==> src/rtl/arp_data_tx.sv <==
// Byte-serial Ethernet II + ARP frame generator with a valid/ready byte output.
// Optional ARP_PAD_EN: zero-pad the frame to the 60-byte Ethernet minimum.
module arp_data_tx #(
    parameter logic [15:0] ETH_TYPE_ARP = 16'h0806,
    parameter logic [15:0] HTYPE        = 16'h0001,
    parameter logic [15:0] PTYPE        = 16'h0800,
    parameter logic [47:0] BCAST_MAC    = 48'hFFFF_FFFF_FFFF
) (
    input  logic        aclk,
    input  logic        aresetn,
    input  logic        start,
    input  logic        oper_req,
    input  logic [47:0] local_mac,
    input  logic [31:0] local_ip,
    input  logic [47:0] target_mac,
    input  logic [31:0] target_ip,
    output logic [7:0]  data_out,
    output logic        data_valid,
    input  logic        data_ready,
    output logic        data_last,
    output logic        busy,
    output logic [1:0]  fsm_state
);

    // Output handshake: a beat transfers on a rising edge where data_valid and
    // data_ready are both high; while data_valid & !data_ready the byte,
    // data_valid and data_last are held unchanged.

    typedef enum logic [1:0] {
        IDLE = 2'd0,
        SEND = 2'd1
`ifdef ARP_PAD_EN
        , PAD = 2'd2
`endif
    } state_t;

`ifdef ARP_PAD_EN
    localparam logic [5:0] LAST_IDX = 6'd59;
`else
    localparam logic [5:0] LAST_IDX = 6'd41;
`endif

    state_t      state_q;
    logic [5:0]  byte_cnt_q;
    logic [7:0]  data_out_q;
    logic        data_valid_q;
    logic        data_last_q;
    logic        busy_q;
    logic        pending_q;

    // Latched copy (overwritten by every start) and working copy (in-flight frame).
    logic        pend_oper_q;
    logic [47:0] pend_lmac_q;
    logic [31:0] pend_lip_q;
    logic [47:0] pend_tmac_q;
    logic [31:0] pend_tip_q;
    logic        wrk_oper_q;
    logic [47:0] wrk_lmac_q;
    logic [31:0] wrk_lip_q;
    logic [47:0] wrk_tmac_q;
    logic [31:0] wrk_tip_q;

    function automatic logic [7:0] frame_byte(input logic [5:0] idx, input logic oper,
                                              input logic [47:0] lmac, input logic [31:0] lip,
                                              input logic [47:0] tmac, input logic [31:0] tip);
        logic [335:0] frame;
        frame = {oper ? BCAST_MAC : tmac, lmac, ETH_TYPE_ARP, HTYPE, PTYPE, 8'h06, 8'h04,
                 oper ? 16'h0001 : 16'h0002, lmac, lip, oper ? 48'h0 : tmac, tip};
        if (idx > 6'd41) begin
            return 8'h00;
        end
        frame = frame << {idx, 3'b000};
        return frame[335:328];
    endfunction

    logic [5:0] cnt_inc_d;
    logic [7:0] first_in_d;
    logic [7:0] first_pend_d;
    logic [7:0] next_byte_d;

    assign cnt_inc_d    = byte_cnt_q + 6'd1;
    assign first_in_d   = frame_byte(6'd0, oper_req, local_mac, local_ip, target_mac, target_ip);
    assign first_pend_d = frame_byte(6'd0, pend_oper_q, pend_lmac_q, pend_lip_q, pend_tmac_q, pend_tip_q);
    assign next_byte_d  = frame_byte(cnt_inc_d, wrk_oper_q, wrk_lmac_q, wrk_lip_q, wrk_tmac_q, wrk_tip_q);

    always_ff @(posedge aclk or negedge aresetn) begin
        if (!aresetn) begin
            state_q      <= IDLE;
            byte_cnt_q   <= 6'd0;
            data_out_q   <= 8'h00;
            data_valid_q <= 1'b0;
            data_last_q  <= 1'b0;
            busy_q       <= 1'b0;
            pending_q    <= 1'b0;
            pend_oper_q  <= 1'b0;
            pend_lmac_q  <= 48'h0;
            pend_lip_q   <= 32'h0;
            pend_tmac_q  <= 48'h0;
            pend_tip_q   <= 32'h0;
            wrk_oper_q   <= 1'b0;
            wrk_lmac_q   <= 48'h0;
            wrk_lip_q    <= 32'h0;
            wrk_tmac_q   <= 48'h0;
            wrk_tip_q    <= 32'h0;
        end else begin
            case (state_q)
                IDLE: begin
                    if (start) begin
                        pend_oper_q  <= oper_req;
                        pend_lmac_q  <= local_mac;
                        pend_lip_q   <= local_ip;
                        pend_tmac_q  <= target_mac;
                        pend_tip_q   <= target_ip;
                        wrk_oper_q   <= oper_req;
                        wrk_lmac_q   <= local_mac;
                        wrk_lip_q    <= local_ip;
                        wrk_tmac_q   <= target_mac;
                        wrk_tip_q    <= target_ip;
                        pending_q    <= 1'b0;
                        byte_cnt_q   <= 6'd0;
                        data_out_q   <= first_in_d;
                        data_valid_q <= 1'b1;
                        data_last_q  <= 1'b0;
                        busy_q       <= 1'b1;
                        state_q      <= SEND;
                    end else if (pending_q) begin
                        wrk_oper_q   <= pend_oper_q;
                        wrk_lmac_q   <= pend_lmac_q;
                        wrk_lip_q    <= pend_lip_q;
                        wrk_tmac_q   <= pend_tmac_q;
                        wrk_tip_q    <= pend_tip_q;
                        pending_q    <= 1'b0;
                        byte_cnt_q   <= 6'd0;
                        data_out_q   <= first_pend_d;
                        data_valid_q <= 1'b1;
                        data_last_q  <= 1'b0;
                        busy_q       <= 1'b1;
                        state_q      <= SEND;
                    end
                end
                default: begin
                    if (start) begin
                        pend_oper_q <= oper_req;
                        pend_lmac_q <= local_mac;
                        pend_lip_q  <= local_ip;
                        pend_tmac_q <= target_mac;
                        pend_tip_q  <= target_ip;
                        pending_q   <= 1'b1;
                    end
                    if (data_valid_q && data_ready) begin
                        if (byte_cnt_q == LAST_IDX) begin
                            state_q      <= IDLE;
                            byte_cnt_q   <= 6'd0;
                            data_out_q   <= 8'h00;
                            data_valid_q <= 1'b0;
                            data_last_q  <= 1'b0;
                            busy_q       <= 1'b0;
                        end else begin
                            byte_cnt_q  <= cnt_inc_d;
                            data_out_q  <= next_byte_d;
                            data_last_q <= (cnt_inc_d == LAST_IDX);
`ifdef ARP_PAD_EN
                            if (byte_cnt_q == 6'd41) begin
                                state_q <= PAD;
                            end
`endif
                        end
                    end
                end
            endcase
        end
    end

    assign data_out   = data_out_q;
    assign data_valid = data_valid_q;
    assign data_last  = data_last_q;
    assign busy       = busy_q;
    assign fsm_state  = state_q;

endmodule
==> config.mk <==
export PLATFORM = sky130hd
export DESIGN_NAME = arp_data_tx
export DESIGN_NICKNAME = d
export VERILOG_FILES = /design/src/rtl/arp_data_tx.sv
export SDC_FILE = /design/constraint.sdc
export NUM_CORES = 1
export LEC_CHECK = 0
export BUFFER_PORTS_ARGS = -buffer_cell sky130_fd_sc_hd__clkbuf_2
export CORE_ASPECT_RATIO = 0.9
export CORE_UTILIZATION = 40
export CTS_CLUSTER_SIZE = 28
export DETAILED_ROUTE_END_ITERATION = 16
export GPL_TIMING_DRIVEN = 0
export REMOVE_ABC_BUFFERS = 1
export SYNTH_ARGS = -nofsm -noshare
export SYNTH_HDL_FRONTEND = slang
export SYNTH_SLANG_ARGS = --single-unit
==> constraint.sdc <==
create_clock -name aclk -period 4 [get_ports aclk]
set_clock_uncertainty 0.1 [all_clocks]
set_input_delay 0.2 -clock aclk [delete_from_list [all_inputs] [get_ports aclk]]
set_output_delay 0.2 -clock aclk [all_outputs]
set_load 0.02 [all_outputs]
* Word-level counts from Yosys, hierarchy flattened *
Index checks and enable logic that the tools add are counted.

word-level totals
  register bits = 341
  input port bits = 165
  output and inout port bits = 13
  logic and storage cells = 76

cells by class
  add/subtract/negate cells = 1
  order comparisons = 1
  equal/unequal tests = 3
  shifts and indexed selects = 1
  mux-type cells = 45
  reductions and logical operators = 9

operators by type and width
  kind                                                   number
  2-to-1 mux 48 bit                                      8
  << shifter 336 x 9 -> 336 bit                          1
  2-to-1 mux 32 bit                                      4
  2-to-1 mux 8 bit                                       7
  2-to-1 mux 6 bit                                       5
  2-to-1 mux 1 bit                                       15
  equality test 6 bit (second input constant)            2
  2-to-1 mux 2 bit                                       6
  nonzero test 2 bit                                     4
  adder 6 x 1 -> 6 bit (second input constant)           1
  greater-than comparator 6 bit (second input constant)  1
  AND reduction 2 bit                                    2
  != test 3 bit (second input constant)                  1
  AND reduction 3 bit                                    1
  logical NOT 2 bit                                      1
  logical AND 1 bit                                      1

* Depth between registers and ports, before layout *
  depth after elaboration = 7
  gate-level depth with buffers = 13
  depth with buffers taken out = 8

* Worst setup path before layout *
No wires, ideal clock.

  kind = register to register
  start = register byte_cnt_q[0]
  end = register data_out_q[1], in the netlist data_out[1]
  setup time = 136 ps
  arrival time = 2651 ps
  required time = 3764 ps
  slack = 1113 ps
  cell stages (with the launch flop) = 12
  path buffers = 6
  period minus slack after synthesis = 2887 ps
  cells stage by stage = dfrtp_1 -> buf_6 -> buf_6 -> buf_2 -> inv_1 -> ha_1 -> buf_2 -> buf_2 -> buf_1 -> a21oi_1 -> a2111oi_0 -> o21ai_0

between the ends
  longest elaborated chain between the ends = 7
  elaborated cells on any way between the ends = 9
  those cells by class = 1 x add/sub; 1 x order compare; 1 x eq/ne; 1 x shift; 5 x mux

ends and longest elaborated chain
  element                                                                       line  text
  start: declaration                                                            44    logic [5:0] byte_cnt_q;
  start signal: assignment                                                      159   byte_cnt_q <= cnt_inc_d;
  parallel branches: the longest is 4 deep, another holds adder 6 x 1 -> 6 bit  -
  2-to-1 mux 8 bit *                                                            151   if (byte_cnt_q == LAST_IDX) begin
  2-to-1 mux 8 bit *                                                            150   if (data_valid_q && data_ready) begin
  2-to-1 mux 8 bit *                                                            106   case (state_q)
  end signal: assignment                                                        121   data_out_q <= first_in_d;
  end signal: assignment                                                        134   data_out_q <= first_pend_d;
  end signal: assignment                                                        160   data_out_q <= next_byte_d;
  end: declaration                                                              45    logic [7:0] data_out_q;

Mark *: on every way between the ends. The select of a mux whose other input is x is not followed.
A chain may end at the register's enable or synchronous reset.

* Worst setup path after layout *
Same ends and word-level chain as after synthesis.

==> flow_metrics.env <==
export IMPL_die_w_um=205.0
export IMPL_yosysTopAreaCell="dfrtp_1"
export IMPL_setup_viol_count_final=0
export IMPL_drt_iter0_drc=573
export IMPL_tightestPinTransition_ns=1.076
export IMPL_irDropWorstVdd_mv=0.3424
export IMPL_synthCells=1053
export IMPL_core_area_um2=36330
export IMPL_dpl_hpwl_mm=22.34
export IMPL_hold_violations=0
export IMPL_synth_compound_area_share_pct=5.439
export IMPL_clk_latency_ns=0.52
export IMPL_grt_total_usage_pct=19.19
export IMPL_end_kind="register"
export IMPL_drive_gt1_share_pct=42.35
export IMPL_grt_pass1_wl_mm=55.97
export IMPL_clk_pin_slew_ns=0.06
export IMPL_cts_path_max_buffers=3
export IMPL_vias=9609
export IMPL_tns_ns=0
export IMPL_p_leak_nw=8.295
export IMPL_synth_top_family_by_area="multiplexers"
export IMPL_hold_path_class="primary input to asynchronous set/reset pin"
export IMPL_fin_hold_ws_ns=0.1159
export IMPL_synth_xor_area_share_pct=0.6324
export IMPL_synthToLayoutAreaGrowth_pct=29.19
export IMPL_final_core_util_pct=52.76
export IMPL_synth_distinct_cells=57
export IMPL_drc=0
export IMPL_synth_most_common_cell="dfrtp_1"
export IMPL_cts_sinks=339
export IMPL_grt_ovfl_total=0
export IMPL_routed_wl_mm=35.32
export IMPL_ys_top_cells_by_area="dfrtp_1 57%, mux2_2 24%, mux4_2 3.0%, mux2i_1 2.2%, o21ai_0 1.2%"
export IMPL_numPortBuffers=176
export IMPL_outcome="finished clean"
export IMPL_cp_max_fo=44
export IMPL_reg2reg_slack_ns=0.28
export IMPL_reg2reg_depth=9
export IMPL_io_pins=178
export IMPL_cts_tree="built"
export IMPL_die_area_um2=37870
export IMPL_yosys_top_cells_count="339 x dfrtp_1, 317 x mux2_2, 37 x nand2_1, 36 x o21ai_0, 34 x a21oi_1"
export IMPL_rsz0062_at_grt="false"
export IMPL_total_power_mw=12.27
export IMPL_vias_per_cell=5.125
export IMPL_cts_resized_gates=0
export IMPL_startpoint_type="register"
export IMPL_start_util_pct=40.84
export IMPL_synth_edf_count=0
export IMPL_worstPathArrival_ns=4.00
export IMPL_async_flop_share_pct=100.0
export IMPL_finalWeightedCongestion=0.8499
export IMPL_power_density_nw_per_um2=640.3
export IMPL_syn_avg_cell_area_um2=14.09
export IMPL_synth_simple_area_share_pct=3.280
export IMPL_grt_max_degree=117
export IMPL_numCtsBuffers=38
export IMPL_root_buffer="clkbuf_16"
export IMPL_grt_pass1_vias=10130
export IMPL_synth_seq_cells=339
export IMPL_worstSetupPathType="register to register"
export IMPL_final_cells=1875
export IMPL_antenna_found_initial=1
export IMPL_numPlacedInstances=1644
export IMPL_max_slew_margin_pct=27.88
export IMPL_h_tree_depth=2
export IMPL_finish_net_count=1543
export IMPL_required_ns=4.29
export IMPL_yosys_warnings=0
export IMPL_die_h_um=184.7
export IMPL_rows=66
export IMPL_post_route_min_period_ns=3.719
export IMPL_slew_violations=0
export IMPL_timing_rr_start="byte_cnt_q[0]"
export IMPL_syn_area_um2=14840
export IMPL_wl_per_cell_um=18.84
export IMPL_synth_ff_type="dfrtp_1"
export IMPL_synth_top_area_share_pct=57.17
export IMPL_synth_area_mux_share_pct=30.03
export IMPL_fin_crit_sh_pct=92.98
export IMPL_first_pass_iters=5
export IMPL_ant_nets=0
export IMPL_fmax_mhz=268.9
export IMPL_synthAdderAreaFrac_pct=0.5059
export IMPL_r2r_end="data_out[1]"
export IMPL_ys_seq_area_share_pct=57.17
export IMPL_drv_cap=0
==> flip-flops by register name (all words and copies together), names as in the netlist, 6 cells and up <==
signal and count:
wrk_tmac_q 48, pend_lip_q 32, pend_lmac_q 48, wrk_lip_q 32, wrk_tip_q 32, pend_tmac_q 48, pend_tip_q 32, byte_cnt_q 6
wrk_lmac_q 48, data_out 8
==> logic make-up after synthesis <==
group                      count (synthesis)
AOI/OAI and AO/OA                        128
xor gates and xnor gates                   9
adders and majority gates                  6
buffers and inverters                     91
DFF                                      339
muxes                                    374
other                                      1
and+or+nand+nor                          105
==> worst max-delay path by stage <==
stage             startpoint     endpoint  slack (ns)
2_1_floorplan   fsm_state[0]  data_out[4]       -4.44
3_3_place_gp           start  data_out[4]      -12.57
3_5_place_dp   byte_cnt_q[0]  data_out[1]        0.17
4_1_cts        byte_cnt_q[0]  data_out[1]        0.14
5_1_grt        byte_cnt_q[0]  data_out[1]        0.08
6_report       byte_cnt_q[0]  data_out[1]        0.28
==> critical path: stages, from the launching register on <==
cell and delay [ns]:
dfrtp_4 0.67, buf_16 0.34, inv_1 0.15, ha_2 0.67, buf_12 0.30, mux4_2 0.39, nand2_1 0.10, a21oi_1 0.07
a2111oi_0 0.56, o21ai_0 0.18
==> report_power, final <==
| part | switching [mW] | internal, mW |
|---|---|---|
| registers | 0.578 | 4.47 |
| clock network | 1.37 | 2.08 |
| logic | 1.88 | 1.90 |
| total | 3.82 | 8.45 |
==> metal layers <==
layer  wire, µm  vias up  GRT usage, %
li1           -     4456             -
met1      16350     4836         26.64
met2      16500      264         30.86
met3       1660       53         3.147
met4        814        0         5.689
met5          0        -             0
==> layout by cell type, fill, tap and decap left out, types with 3 or more instances in the layout <==
cell type        n
nor2b_1          3
buf_16           7
clkbuf_16       39
bufinv_16        3
buf_12           5
dfrtp_1        338
clkbuf_1        10
and3_1           3
clkinvlp_4       3
mux4_2          20
nand2_1         37
xnor2_1          4
nor2_1          20
o211ai_1         5
a21oi_1         34
o21ai_0         36
nor4_1           3
nand2b_1         5
mux2i_1         33
dlygate4sd3_1  163
a211oi_1         3
o31ai_1          9
ha_1             5
nand3_1         11
inv_1           17
mux2_2         317
clkbuf_2       174
clkinv_2         4
nor3_1          14
a31oi_1          9
clkbuf_8         7
o22ai_1          6
o221ai_1         5
mux4_1           4
==> final cells by class <==
class	count	area [µm²]
antenna	1	2.502
clock buffer	54	1082
clock inverter	12	150.1
fill	3077	17170
inverter	18	67.56
multi-input combinational	623	5947
sequential	339	8487
tap	476	595.6
timing repair buffer	352	2838
==> metrics by stage <==
| step | instance area [µm²] | setup slack [ns] |
|---|---|---|
| floorplan | 14470 | -4.443 |
| global placement | 15950 | -12.57 |
| detailed placement | 16280 | 0.1716 |
| CTS | 19140 | 0.1430 |
| global route | 19170 | 0.08014 |
| finish | 19170 | 0.2808 |
==> timing repair <==
| action | in CTS | in global routing |
|---|---|---|
| hold endpoints to repair | 385 | 0 |
| endpoints found under the setup margin | 0 | 2 |
| buffers inserted | 0 | 1 |
| hold buffers | 163 | 0 |
Note: power is estimated with default switching activity, not from simulation.
